===== config.mk =====
export PLATFORM = sky130hd
export DESIGN_NAME = aftab_imm_gen_pipe
export DESIGN_NICKNAME = d
export VERILOG_FILES = /design/src/rtl/aftab_imm_gen_pipe.sv
export SDC_FILE = /design/constraint.sdc
export NUM_CORES = 1
export LEC_CHECK = 0
export ABC_CLOCK_PERIOD_IN_PS = 4330
export CORE_MARGIN = 2
export CORE_UTILIZATION = 48
export CTS_BUF_LIST = sky130_fd_sc_hd__clkbuf_2 sky130_fd_sc_hd__clkbuf_4 sky130_fd_sc_hd__clkbuf_8
export DETAILED_ROUTE_END_ITERATION = 8
export PLACE_DENSITY_LB_ADDON = 0.2
export RECOVER_POWER = 25
export SLEW_MARGIN = 20
export SYNTH_ARGS = -nofsm -noshare
export SYNTH_HDL_FRONTEND = slang
export SYNTH_SLANG_ARGS = --single-unit

===== constraint.sdc =====
create_clock -name clk -period 4.33 [get_ports clk]
set_input_delay 0.6495 -clock clk [delete_from_list [all_inputs] [get_ports clk]]
set_output_delay 0.6495 -clock clk [all_outputs]
set_load 0.005 [all_outputs]

===== src/rtl/aftab_imm_gen_pipe.sv =====
// aftab_imm_gen_pipe
// Pipelined RISC-V immediate generator for the AFTAB datapath. Decodes the
// immediate selected by a format code, extends it to XLEN and presents it
// through a registered output stage with a one-entry skid buffer, so the
// upstream ready is purely a decode of registered state. Also keeps a
// saturating count of reserved format codes for the debug unit.
module aftab_imm_gen_pipe #(
    parameter int XLEN = 32,
    parameter int ERRW = 8
) (
    input  logic            clk,
    input  logic            rst_n,
    input  logic            i_in_valid,
    output logic            o_in_ready,
    input  logic [31:0]     i_instr,
    input  logic [2:0]      i_fmt,
    output logic            o_out_valid,
    input  logic            i_out_ready,
    output logic [XLEN-1:0] o_imm,
    output logic            o_imm_err,
    output logic [ERRW-1:0] o_err_cnt,
    input  logic            i_clr_err
);

    typedef enum logic [1:0] {
        S_EMPTY = 2'd0,
        S_ONE   = 2'd1,
        S_FULL  = 2'd2
    } state_t;

    state_t            r_state;
    state_t            w_state_next;

    logic [XLEN-1:0]   r_m_imm;
    logic              r_m_err;
    logic [XLEN-1:0]   r_k_imm;
    logic              r_k_err;
    logic [ERRW-1:0]   r_err_cnt;

    logic [31:0]       w_imm32;
    logic [XLEN-1:0]   w_imm;
    logic              w_err;
    logic              w_accept;
    logic              w_deliver;
    logic              w_load_m_in;
    logic              w_load_m_k;
    logic              w_load_k;

    // The opcode field never contributes to any immediate.
    logic [6:0]        w_unused_opcode;
    assign w_unused_opcode = i_instr[6:0];

    // Handshake flags are decodes of the registered occupancy only.
    assign o_in_ready  = (r_state != S_FULL);
    assign o_out_valid = (r_state != S_EMPTY);
    assign w_accept    = i_in_valid && o_in_ready;
    assign w_deliver   = o_out_valid && i_out_ready;

    assign o_imm       = r_m_imm;
    assign o_imm_err   = r_m_err;
    assign o_err_cnt   = r_err_cnt;

    // Assemble the 32-bit immediate; zero-extended formats leave bit 31 clear
    // so a single sign extension below serves every format.
    always_comb begin
        w_imm32 = '0;
        w_err   = 1'b0;
        case (i_fmt)
            3'd0: w_imm32 = {{20{i_instr[31]}}, i_instr[31:20]};
            3'd1: w_imm32 = {{20{i_instr[31]}}, i_instr[31:25], i_instr[11:7]};
            3'd2: w_imm32 = {{20{i_instr[31]}}, i_instr[7], i_instr[30:25],
                             i_instr[11:8], 1'b0};
            3'd3: w_imm32 = {i_instr[31:12], 12'b0};
            3'd4: w_imm32 = {{12{i_instr[31]}}, i_instr[19:12], i_instr[20],
                             i_instr[30:21], 1'b0};
            3'd5: w_imm32 = {27'b0, i_instr[19:15]};
            3'd6: begin
                if (XLEN == 64) begin
                    w_imm32 = {26'b0, i_instr[25:20]};
                end else begin
                    w_imm32 = {27'b0, i_instr[24:20]};
                end
            end
            default: begin
                w_imm32 = '0;
                w_err   = 1'b1;
            end
        endcase
    end

    generate
        if (XLEN > 32) begin : g_ext
            assign w_imm = {{(XLEN-32){w_imm32[31]}}, w_imm32};
        end else begin : g_noext
            assign w_imm = w_imm32;
        end
    endgenerate

    // Next occupancy and which storage register loads on this edge.
    always_comb begin
        w_state_next = r_state;
        w_load_m_in  = 1'b0;
        w_load_m_k   = 1'b0;
        w_load_k     = 1'b0;
        case (r_state)
            S_EMPTY: begin
                if (w_accept) begin
                    w_load_m_in  = 1'b1;
                    w_state_next = S_ONE;
                end
            end
            S_ONE: begin
                if (w_accept && w_deliver) begin
                    w_load_m_in = 1'b1;
                end else if (w_deliver) begin
                    w_state_next = S_EMPTY;
                end else if (w_accept) begin
                    w_load_k     = 1'b1;
                    w_state_next = S_FULL;
                end
            end
            S_FULL: begin
                if (w_deliver) begin
                    w_load_m_k   = 1'b1;
                    w_state_next = S_ONE;
                end
            end
            default: w_state_next = S_EMPTY;
        endcase
    end

    // Occupancy register.
    always_ff @(posedge clk or negedge rst_n) begin
        if (!rst_n) begin
            r_state <= S_EMPTY;
        end else begin
            r_state <= w_state_next;
        end
    end

    // Main output register and skid register; reset drops any held entries.
    always_ff @(posedge clk or negedge rst_n) begin
        if (!rst_n) begin
            r_m_imm <= '0;
            r_m_err <= 1'b0;
            r_k_imm <= '0;
            r_k_err <= 1'b0;
        end else begin
            if (w_load_m_in) begin
                r_m_imm <= w_imm;
                r_m_err <= w_err;
            end else if (w_load_m_k) begin
                r_m_imm <= r_k_imm;
                r_m_err <= r_k_err;
            end
            if (w_load_k) begin
                r_k_imm <= w_imm;
                r_k_err <= w_err;
            end
        end
    end

    // Saturating count of accepted reserved-format entries; clear wins.
    always_ff @(posedge clk or negedge rst_n) begin
        if (!rst_n) begin
            r_err_cnt <= '0;
        end else if (i_clr_err) begin
            r_err_cnt <= '0;
        end else if (w_accept && w_err && (r_err_cnt != '1)) begin
            r_err_cnt <= r_err_cnt + 1'b1;
        end
    end

endmodule


After elaboration in Yosys (flattened, before gate mapping)
Cells that the tools add are included.

Equal/unequal tests: 14. Mux-type cells: 22. Add/subtract/negate cells: 1. Reductions and logical operators: 12.

Operator list (count): case mux 32 bit (7 select lines) (1); 2-to-1 mux 32 bit (2); 2-to-1 mux 8 bit (2); 2-to-1 mux 1 bit (10); 2-to-1 mux 2 bit (5); equality test 3 bit, second input constant (3); adder 8 x 1 -> 8 bit, second input constant (1); inequality test 2 bit, second input constant (4); inequality test 8 bit, second input constant (1); OR reduction 7 bit (1); equality test 3 x 2 -> 1 bit, second input constant (2); case mux 2 bit (3 select lines) (1); nonzero test 2 bit (3); logical AND 1 bit (5); AND reduction 4 bit (1); equality test 3 x 1 -> 1 bit, second input constant (1); logical NOT 3 bit (1); inequality test 3 bit, second input constant (1); equality test 2 x 1 -> 1 bit, second input constant (1); equality test 2 bit, second input constant (1); logical NOT 2 bit (1); case mux 1 bit (2 select lines) (1).

Output and inout bits: 43. Logic and storage cells: 55. Flip-flop bits (word level): 76. Input port bits: 40.

Depth between registers and ports, before layout
Gate-level depths: netlist of run 1.

Word-level depth: 7. Mapped depth: 6. Gate-level depth less buffers: 5.

Worst setup path before layout of run 1
OpenSTA, ideal clock, no wires.

Path kind: input-to-reg. From: input i_fmt[1]. To: register r_err_cnt[4] (netlist: o_err_cnt[4]). Required time: 4252 ps. Library setup time: 78 ps. Data arrival time: 1710 ps. Path buffers: 2. Stages: 6. Slack: 2542 ps. Path through: buf_4 > and3_2 > o2111ai_4 > buf_6 > or3_1 > a21oi_1.

Cells in the longest elaborated chain, start to end: 6. Elaborated cells on any way between the ends: 12. Those cells by class: eq/ne: 6; mux: 1; reduce/logical: 5.

RTL lines: from (decl) (RTL line 16) `input logic [2:0] i_fmt,`; equality test 3 bit, or another cell as far along (RTL line 68) `case (i_fmt)`; OR reduction 7 bit (no line) (*); 2-to-1 mux 1 bit (*) (RTL line 68); logical AND 1 bit (*) (2 in a row) (RTL line 169) `end else if (w_accept && w_err && (r_err_cnt != '1)) begin`; nonzero test 2 bit (no line) (*); to (signal assigned) (RTL line 170) `r_err_cnt <= r_err_cnt + 1'b1;`; to (decl) (RTL line 38) `logic [ERRW-1:0] r_err_cnt;`.

Every way passes the cells marked *; elsewhere a longest branch is shown, timed or not. A chain may end at the register's enable or synchronous reset.

Worst setup path after layout of run 1
From: input i_fmt[2]. To: register r_m_imm[28] (netlist: o_imm[28]).

Cells in the longest elaborated chain, start to end: 3. Elaborated cells on any way between the ends: 9. Those cells by class: eq/ne: 6; mux: 2; reduce/logical: 1.

RTL lines: equality test 3 bit, or another cell as far along (RTL line 68); case mux 32 bit (7 select lines) (*) (RTL line 68); 2-to-1 mux 32 bit (*) (RTL line 149) `if (w_load_m_in) begin`; to (signal assigned) (RTL line 150) `r_m_imm <= w_imm;`; to (signal assigned) (RTL line 153) `r_m_imm <= r_k_imm;`; to (decl) (RTL line 34) `logic [XLEN-1:0] r_m_imm;`.

Marked as above.

==> results_dict.tcl, run 1 <==
set metrics [dict create \
    status "finished, violations left" \
    violations "capacitance limit, slew limit" \
    core.rowCount 31 \
    intPower_mw 1.475 \
    wire_per_inst_um 16.75 \
    hold_start "r_k_imm[19]" \
    clock_sinks 76 \
    syn_inst 355 \
    ios 83 \
    crit_type "in2reg" \
    r2r_cells 4 \
    port_buffers 75 \
    grt-ovfl-total 0 \
    avgSynthCellArea_um2 10.22 \
    syn_area_um2 3628 \
    crit_arrival_ps 2970 \
    switching_share 0.2796 \
    yosysSeqAreaShare 0.5241 \
    cts_max_path_buffers 2 \
    fin_ws_ps 1610 \
    finalHoldViolations 0 \
    r2r_slack_ps 2100 \
    setup_viol 0 \
    seq_power_share 0.476 \
    drt_wl_total_mm 8.642 \
    preCtsSetupSlack_ps 1286 \
    n_fill_cell 642 \
    fin_nets 454 \
    worstPathMaxFanout 21 \
    grt_max_degree 51 \
    area_growth_pct 25.34 \
    via_count 3013 \
    first_pass_iters 4 \
    clk_pin_slew_ps 70 \
    dieWidth_um 90.95 \
    worst_pin_slew_ps 1562 \
    synthTopCellsByCount "dfrtp_1 (76), o21ai_0 (46), nand2_1 (43)" \
    cts_hold_buf 0 \
    htree_num_levels 3 \
    ys_types 45 \
    n_antenna_cell 0 \
    p_leak_nw 1.941 \
    routabilityCongestion 0.8159 \
    p_comb_frac 0.249 \
    synth.most_common_cell "dfrtp_1" \
    setup_tns_ps 0 \
    end_kind "flip-flop" \
    ant_nets 0 \
    p_total_mw 2.048 \
    viasPerCell 5.839 \
    grt_first_pass_wirelength_mm 14.37 \
    p_per_area_nw_per_um2 450.3 \
    core-area_um2 7292 \
    grt_usage 0.2163 \
    whs_ps 484.0 \
    crit_start "i_fmt[2]" \
    first_global_vias 2880 \
    numCtsBuffers 9 \
    cts_setup_buffers 0 \
    holdPathStages 2 \
    yosysTopAreaCell "dfrtp_1" \
    relSlewSlack -0.04129 \
    cts_root_buf "clkbuf_8" \
    utilization 0.6237 \
    layout_min_cycle_time_ps 2720 \
    yosys_warnings 0 \
    hpwl_mm 5.705 \
    power_frac_clock 0.275 \
    die_area_um2 8271 \
    fin_worst_skew_ps 6.184 \
    hold_path_class "reg2reg" \
    peakVddDrop_mv 0.2087 \
    post-route-period-util 0.6283 \
    antenna_found_initial 0 \
    start_util 0.4976 \
    synth.area.top_cells "dfrtp_1 (52%), o21ai_0 (6.3%), a21oi_1 (5.1%)" \
    drcViolationCount 0 \
    multi_input_area_um2 1551 \
    ys_ff_latch 76 \
    register_area_um2 1902 \
    drv_cap 1 \
    r2r-start "r_state[0]" \
    p_sw_mw 0.5727 \
    slew_viol_final 28 \
    rsz0062_at_grt "false" \
    synth_nets 396 \
    synth_edf_count 0 \
    min_to "r_k_imm[19]" \
    drive_gt1_frac 0.08393 \
    cts_resized 0 \
    start_kind "input port" \
    die_y_um 90.95 \
    cp.required_ps 4580 \
    postSynth.asyncResetShare 1.000 \
    drtIter0Drc 243 \
    fmax_mhz 367.6 \
    clock_latency_ps 330 \
    rr_endpoint "o_imm[1]" \
    yosysTopAreaCellShare 0.5241 \
    ys.flop_type "dfrtp_1" \
    tritoncts "built" \
]
## power groups by stage
stage | Sequential (mW) | Combinational, mW | Clock, mW
finish | 0.976 | 0.510 | 0.562
global route | 0.996 | 0.566 | 0.607
CTS | 0.974 | 0.518 | 0.577
detailed placement | 0.988 | 0.515 | 0
global placement | 0.981 | 0.501 | 0
floorplan | 0.974 | 0.261 | 0
## worst max path at each step
stage / endpoint / slack, ps / cells past startpoint
floorplan: o_err_cnt[4] / 2540 / 6
global placement: o_imm[30] / 1330 / 5
detailed placement: r_k_imm[24] / 1290 / 5
CTS: r_k_imm[24] / 1640 / 5
global route: r_k_imm[1] / 1170 / 2
finish: o_imm[28] / 1610 / 5
## worst max-delay path, cell delays in order
cell             delay (ps)
clkdlybuf4s50_1         770
maj3_1                  570
nor2b_1                 670
a21oi_1                 120
o21ai_0                 190
## per-layer routing
layer | GRT usage | routed length [um] | vias to the layer above
li1 | - | - | 1420
met1 | 0.3089 | 3920 | 1479
met2 | 0.3383 | 4150 | 106
met3 | 0.04066 | 489 | 8
met4 | 0.06313 | 82 | 0
met5 | 0 | 0 | -
## cell families after synthesis
kind of cell,share of synthesized area
mux,0.03345
buf+inv,0.04827
simple gates,0.1069
fa+ha+maj,0.006206
xor+xnor,0.002414
flops,0.5241
compound gates,0.2786
## placed cells by master (no fill, tap or decap), types with 2 or more instances in the layout
cell type	instances
mux2_2	9
a22o_1	17
mux2i_1	2
a21o_1	6
nor2_1	6
or3_1	2
nand3_1	4
o22a_1	8
nand2_1	43
o21ai_0	46
dlygate4sd3_1	2
or2_1	2
nor2b_1	6
inv_1	3
clkinvlp_4	2
o21ai_1	11
o31ai_1	3
clkdlybuf4s50_1	72
clkbuf_8	12
a222oi_1	4
dfrtp_1	76
a21oi_1	37
a22oi_1	18
or4_1	3
## layout make-up
class                           instances  area share
Multi-Input combinational cell        247      0.3411
Inverter                                3    0.002476
Sequential cell                        76      0.4182
Clock buffer                           12     0.03631
Timing Repair Buffer                   76      0.1648
Clock inverter                          3    0.009904
Tap cell                               99     0.02724
## flip-flops by register name (all words and copies together) (netlist names)
| name | flops |
|---|---|
| o_imm | 32 |
| o_err_cnt | 8 |
| r_k_imm | 32 |
| r_k_err | 1 |
| o_imm_err | 1 |
| r_state | 2 |
## per-stage QoR
step / cells / instance area [um2]
after CTS: 516 / 4552
after detailed placement: 501 / 4342
after floorplan: 355 / 3628
after global placement: 501 / 4342
final: 516 / 4548
after global routing: 516 / 4548
(Power assumes the default switching activity.)
==> inputs of run 2 (changes only) <==
--- a/config.mk
+++ b/config.mk
@@ -5,7 +5,7 @@
 export SDC_FILE = /design/constraint.sdc
 export NUM_CORES = 1
 export LEC_CHECK = 0
-export ABC_CLOCK_PERIOD_IN_PS = 4330
+export ABC_CLOCK_PERIOD_IN_PS = 2800
 export CORE_MARGIN = 2
 export CORE_UTILIZATION = 48
 export CTS_BUF_LIST = sky130_fd_sc_hd__clkbuf_2 sky130_fd_sc_hd__clkbuf_4 sky130_fd_sc_hd__clkbuf_8
==> constraint.sdc (replaced) <==
create_clock -name clk -period 2.8 [get_ports clk]
set_input_delay 0.42 -clock clk [delete_from_list [all_inputs] [get_ports clk]]
set_output_delay 0.42 -clock clk [all_outputs]
set_load 0.005 [all_outputs]
==> results_dict.tcl, run 2 (synthesis gave the netlist of run 1 again) <==
set metrics [dict create \
    status "finished, violations left" \
    violations "capacitance limit, slew limit" \
    cp.required_ps 3060 \
    drive_gt1_frac 0.1096 \
    n_antenna_cell 0 \
    hold_path_class "in2async" \
    fmax_mhz 507.0 \
    htree_num_levels 3 \
    p_per_area_nw_per_um2 715.8 \
    drt_wl_total_mm 8.844 \
    setup_viol 0 \
    mostFrequentLayoutCells "dfrtp_1 (76), clkdlybuf4s50_1 (74), o21ai_0 (46), nand2_1 (43), a21oi_1 (37)" \
    cp_slowest_cell "clkdlybuf4s50_1" \
    grt-ovfl-total 0 \
    layout_min_cycle_time_ps 1973 \
    die_y_um 90.95 \
    switching_share 0.2788 \
    grt_usage 0.2208 \
    cts_resized 0 \
    clk_pin_slew_ps 80 \
    finalHoldViolations 0 \
    worst_pin_slew_ps 1577 \
    n_fill_cell 617 \
    p_leak_nw 2.018 \
    crit_arrival_ps 2230 \
    worstPathCellList "clkdlybuf4s50_1, and2b_4, nand3b_4, or2_1, o21ai_0" \
    critPathTopFamily "simple AND/OR/NAND/NOR gates" \
    relSlewSlack -0.05133 \
    cts_setup_buffers 0 \
    cts_max_path_buffers 2 \
    area_growth_pct 29.07 \
    drcViolationCount 0 \
    ios 83 \
    p_comb_frac 0.242 \
    fin_nets 465 \
    first_global_vias 2957 \
    power_frac_clock 0.307 \
    peakVddDrop_mv 0.3601 \
    dieWidth_um 90.95 \
    slew_viol_final 28 \
    tritoncts "built" \
    clock_latency_ps 350 \
    drtIter0Drc 269 \
    utilization 0.6422 \
    core-area_um2 7292 \
    critical_path_buf_inv_count 1 \
    wire_per_inst_um 16.75 \
    cts_root_buf "clkbuf_8" \
    critPathMaxStageDelay_ps 570 \
    ant_nets 0 \
    p_sw_mw 0.9347 \
    viasPerCell 5.778 \
    seq_power_share 0.451 \
    fin_worst_skew_ps 9.197 \
    intPower_mw 2.417 \
    cts_hold_buf 0 \
    end_kind "flip-flop" \
    crit_type "in2reg" \
    routabilityCongestion 0.7939 \
    clock_sinks 76 \
    die_area_um2 8271 \
    final_common_cell "dfrtp_1" \
    rsz0062_at_grt "false" \
    start_util 0.4976 \
    worstPathMaxFanout 20 \
    grt_first_pass_wirelength_mm 14.63 \
    grt_max_degree 50 \
    setup_tns_ps 0 \
    post-route-period-util 0.7045 \
    start_kind "input port" \
    first_pass_iters 4 \
    antenna_found_initial 0 \
    hpwl_mm 6.011 \
    drv_cap 1 \
    via_count 3051 \
    core.rowCount 31 \
    numCtsBuffers 9 \
    port_buffers 75 \
]
-- run 2: metrics by stage --
| step | setup slack [ps] | power (mW) | hold slack, ps | cells | cell area [um2] |
|---|---|---|---|---|---|
| finish | 827.4 | 3.352 | 455.7 | 528 | 4683 |
| global route | 690.2 | 3.551 | 510.0 | 528 | 4683 |
| CTS | 813.5 | 3.375 | 104.0 | 528 | 4684 |
| detailed placement | 450.1 | 2.347 | 471.7 | 512 | 4437 |
| global placement | 503.6 | 2.311 | 455.3 | 512 | 4437 |
| floorplan | 1203 | 1.911 | 124.4 | 355 | 3628 |
-- run 2: layer usage --
| layer | global-route usage | up-vias | wire [um] |
|---|---|---|---|
| met4 | 0.06692 | 0 | 85 |
| li1 | - | 1439 | - |
| met2 | 0.3481 | 113 | 4330 |
| met3 | 0.03402 | 11 | 477 |
| met5 | 0 | - | 0 |
| met1 | 0.3164 | 1488 | 3951 |
-- run 2: path summary, 6_finish.rpt --
path / to / depth (start not counted) / slack, ps / from
hold reg to reg: r_k_imm[15] / 2 / 490 / r_k_imm[15]
setup / recovery: r_k_imm[21] / 5 / 830 / i_in_valid
setup reg to reg: o_err_cnt[7] / 5 / 930 / o_err_cnt[0]
min in group clk: r_k_imm[15] / 2 / 490 / r_k_imm[15]
hold / removal: o_err_cnt[4] / 1 / 460 / rst_n
max in group asynchronous: o_imm[31] / 2 / 1390 / rst_n
-- run 2: power by group through the flow --
stage / Combinational, mW / Clock (mW) / Sequential (mW)
floorplan: 0.404 / 0 / 1.51
global placement: 0.792 / 0 / 1.52
detailed placement: 0.814 / 0 / 1.53
CTS: 0.819 / 1.04 / 1.51
global route: 0.898 / 1.11 / 1.55
finish: 0.811 / 1.03 / 1.51
-- run 2: final cells by class --
cell class | instances | area (um2) | area share
clock buffer | 9 | 123.9 | 0.02645
sequential | 76 | 1902 | 0.4061
tap | 99 | 123.9 | 0.02645
timing repair buffer | 87 | 847.1 | 0.1809
clock inverter | 7 | 123.9 | 0.02645
multi-input combinational | 247 | 1551 | 0.3313
inverter | 3 | 11.26 | 0.002404
==> inputs of run 3 (changes only) <==
--- a/config.mk
+++ b/config.mk
@@ -5,7 +5,7 @@
 export SDC_FILE = /design/constraint.sdc
 export NUM_CORES = 1
 export LEC_CHECK = 0
-export ABC_CLOCK_PERIOD_IN_PS = 2800
+export ABC_CLOCK_PERIOD_IN_PS = 1870
 export CORE_MARGIN = 2
 export CORE_UTILIZATION = 48
 export CTS_BUF_LIST = sky130_fd_sc_hd__clkbuf_2 sky130_fd_sc_hd__clkbuf_4 sky130_fd_sc_hd__clkbuf_8
==> constraint.sdc (replaced) <==
create_clock -name clk -period 1.87 [get_ports clk]
set_input_delay 0.2805 -clock clk [delete_from_list [all_inputs] [get_ports clk]]
set_output_delay 0.2805 -clock clk [all_outputs]
set_load 0.005 [all_outputs]
==> results_dict.tcl, run 3 (synthesis gave the netlist of run 1 again) <==
set metrics [dict create \
    fin_worst_skew_ps 7.690 \
    grt_usage 0.2190 \
    drtIter0Drc 192 \
    layout_min_cycle_time_ps 1802 \
    port_buffers 75 \
    first_pass_iters 4 \
    numCtsBuffers 9 \
    dieWidth_um 90.95 \
    post-route-period-util 0.9634 \
    setup_tns_ps 0 \
    drcViolationCount 0 \
    rr_endpoint "o_err_cnt[7]" \
    via_count 3145 \
    routabilityCongestion 0.7929 \
    rsz0062_at_grt "false" \
    area_growth_pct 33.00 \
    end_kind "primary output" \
    cp.required_ps 1590 \
    die_area_um2 8271 \
    cts_max_path_buffers 2 \
    start_util 0.4976 \
    fin_nets 486 \
    worstPathCellList "or2b_4, clkdlybuf4s50_1" \
    ios 83 \
    fin_ws_ps 68.43 \
    cts_root_buf "clkbuf_8" \
    p_sw_mw 1.379 \
    slew_viol_final 0 \
    setup_viol 0 \
    preCtsSetupSlack_ps -157.6 \
    crit_start "r_state[0]" \
    clock_latency_ps 350 \
    clk_pin_slew_ps 80 \
    p_per_area_nw_per_um2 979.0 \
    status "complete, no violations" \
    tritoncts "built" \
    r2r-start "o_err_cnt[1]" \
    htree_num_levels 3 \
    cp_slowest_cell "clkdlybuf4s50_1" \
    hold_path_class "reg2reg" \
    core.rowCount 31 \
    hpwl_mm 6.114 \
    intPower_mw 3.346 \
    critPathMaxStageDelay_ps 450 \
    die_y_um 90.95 \
    power_frac_clock 0.248 \
    n_antenna_cell 0 \
    clock_sinks 76 \
    wire_per_inst_um 16.09 \
    switching_share 0.2918 \
    crit_type "reg2out" \
    crit_arrival_ps 1520 \
    seq_power_share 0.477 \
    start_kind "flip-flop" \
    hold_start "r_k_imm[15]" \
    finalHoldViolations 0 \
    fmax_mhz 555.1 \
    antenna_found_initial 0 \
    first_global_vias 3068 \
    peakVddDrop_mv 0.4782 \
    drt_wl_total_mm 8.832 \
    p_leak_nw 2.103 \
    worstPathMaxFanout 7 \
    viasPerCell 5.729 \
    mostFrequentLayoutCells "dfrtp_1 (75), clkdlybuf4s50_1 (74), o21ai_0 (46), nand2_1 (43), a21oi_1 (37)" \
    r2r_slack_ps 130 \
    grt-ovfl-total 0 \
    min_to "r_k_imm[15]" \
    final_common_cell "dfrtp_1" \
    n_fill_cell 602 \
    r2r_cells 5 \
    holdPathStages 2 \
    drive_gt1_frac 0.1556 \
    grt_first_pass_wirelength_mm 14.63 \
    p_comb_frac 0.274 \
    ant_nets 0 \
    grt_max_degree 77 \
    core-area_um2 7292 \
    relSlewSlack 0.3140 \
    worst_pin_slew_ps 1029 \
    drv_cap 0 \
]
run 3: changes by cell type in the layout (fill, tap and decap cells not counted), moves of 2 or more:
cell        before  now
buf_4           11   27
buf_12           1    4
bufinv_16        3    0
clkbuf_8         9   11
clkinvlp_4       1    3
run 3: worst max path at each step:
stage                              end  slack, ps  cells after the start
final                       o_in_ready         70                      2
after global placement        o_imm[2]        -90                      6
after detailed placement  o_err_cnt[7]       -160                      5
after CTS                   o_in_ready        0.5                      2
after global routing        o_in_ready         20                      2
after floorplan           o_err_cnt[4]        270                      6
run 3: what timing repair did:
action | in CTS | in global routing
resized for setup | 0 | 2
endpoints found under the setup margin | 0 | 6
hold buffers | 1 | 0
endpoints found under the hold margin | 76 | 0
setup buffers | 0 | 2
run 3: power groups by stage:
stage / Sequential (mW) / Clock [mW] / Combinational (mW)
after floorplan: 2.26 / 0 / 0.605
after global placement: 2.27 / 0 / 1.26
after detailed placement: 2.29 / 0 / 1.30
after CTS: 2.26 / 1.20 / 1.30
after global routing: 2.30 / 1.26 / 1.43
final: 2.26 / 1.17 / 1.30
run 3: per-stage QoR:
step | std cells | hold WS (ps) | total power [mW] | util | cell area [um2]
after CTS | 547 | 488.9 | 4.760 | 0.6609 | 4820
after global routing | 549 | 513.0 | 4.993 | 0.6618 | 4826
after detailed placement | 530 | 351.2 | 3.584 | 0.6338 | 4622
after global placement | 530 | 342.5 | 3.532 | 0.6338 | 4622
after floorplan | 355 | -15.09 | 2.861 | - | 3628
final | 549 | 484.3 | 4.725 | 0.6618 | 4826
run 3: cell type report:
| cell class | instances | area [um2] | share of cell area |
|---|---|---|---|
| sequential | 76 | 1903 | 0.3943 |
| clock buffer | 11 | 151.4 | 0.03137 |
| tap | 99 | 123.9 | 0.02567 |
| multi-input combinational | 247 | 1554 | 0.3220 |
| clock inverter | 5 | 36.28 | 0.007519 |
| inverter | 3 | 11.26 | 0.002333 |
| timing repair buffer | 108 | 1046 | 0.2167 |
run 3: worst max-delay path: cells and delay by family (launching register included):
kind,cells,cell delay (ps)
buffers and inverters,1,450
and+or+nand+nor,1,280
DFF,1,440
run 3: routing by layer:
| metal | vias to the layer above | share of wire | track usage |
|---|---|---|---|
| met2 | 105 | 0.49 | 0.3617 |
| met1 | 1548 | 0.45 | 0.2889 |
| li1 | 1483 | - | - |
| met3 | 9 | 0.053 | 0.04315 |
| met5 | - | 0 | 0 |
| met4 | 0 | 0.012 | 0.07576 |
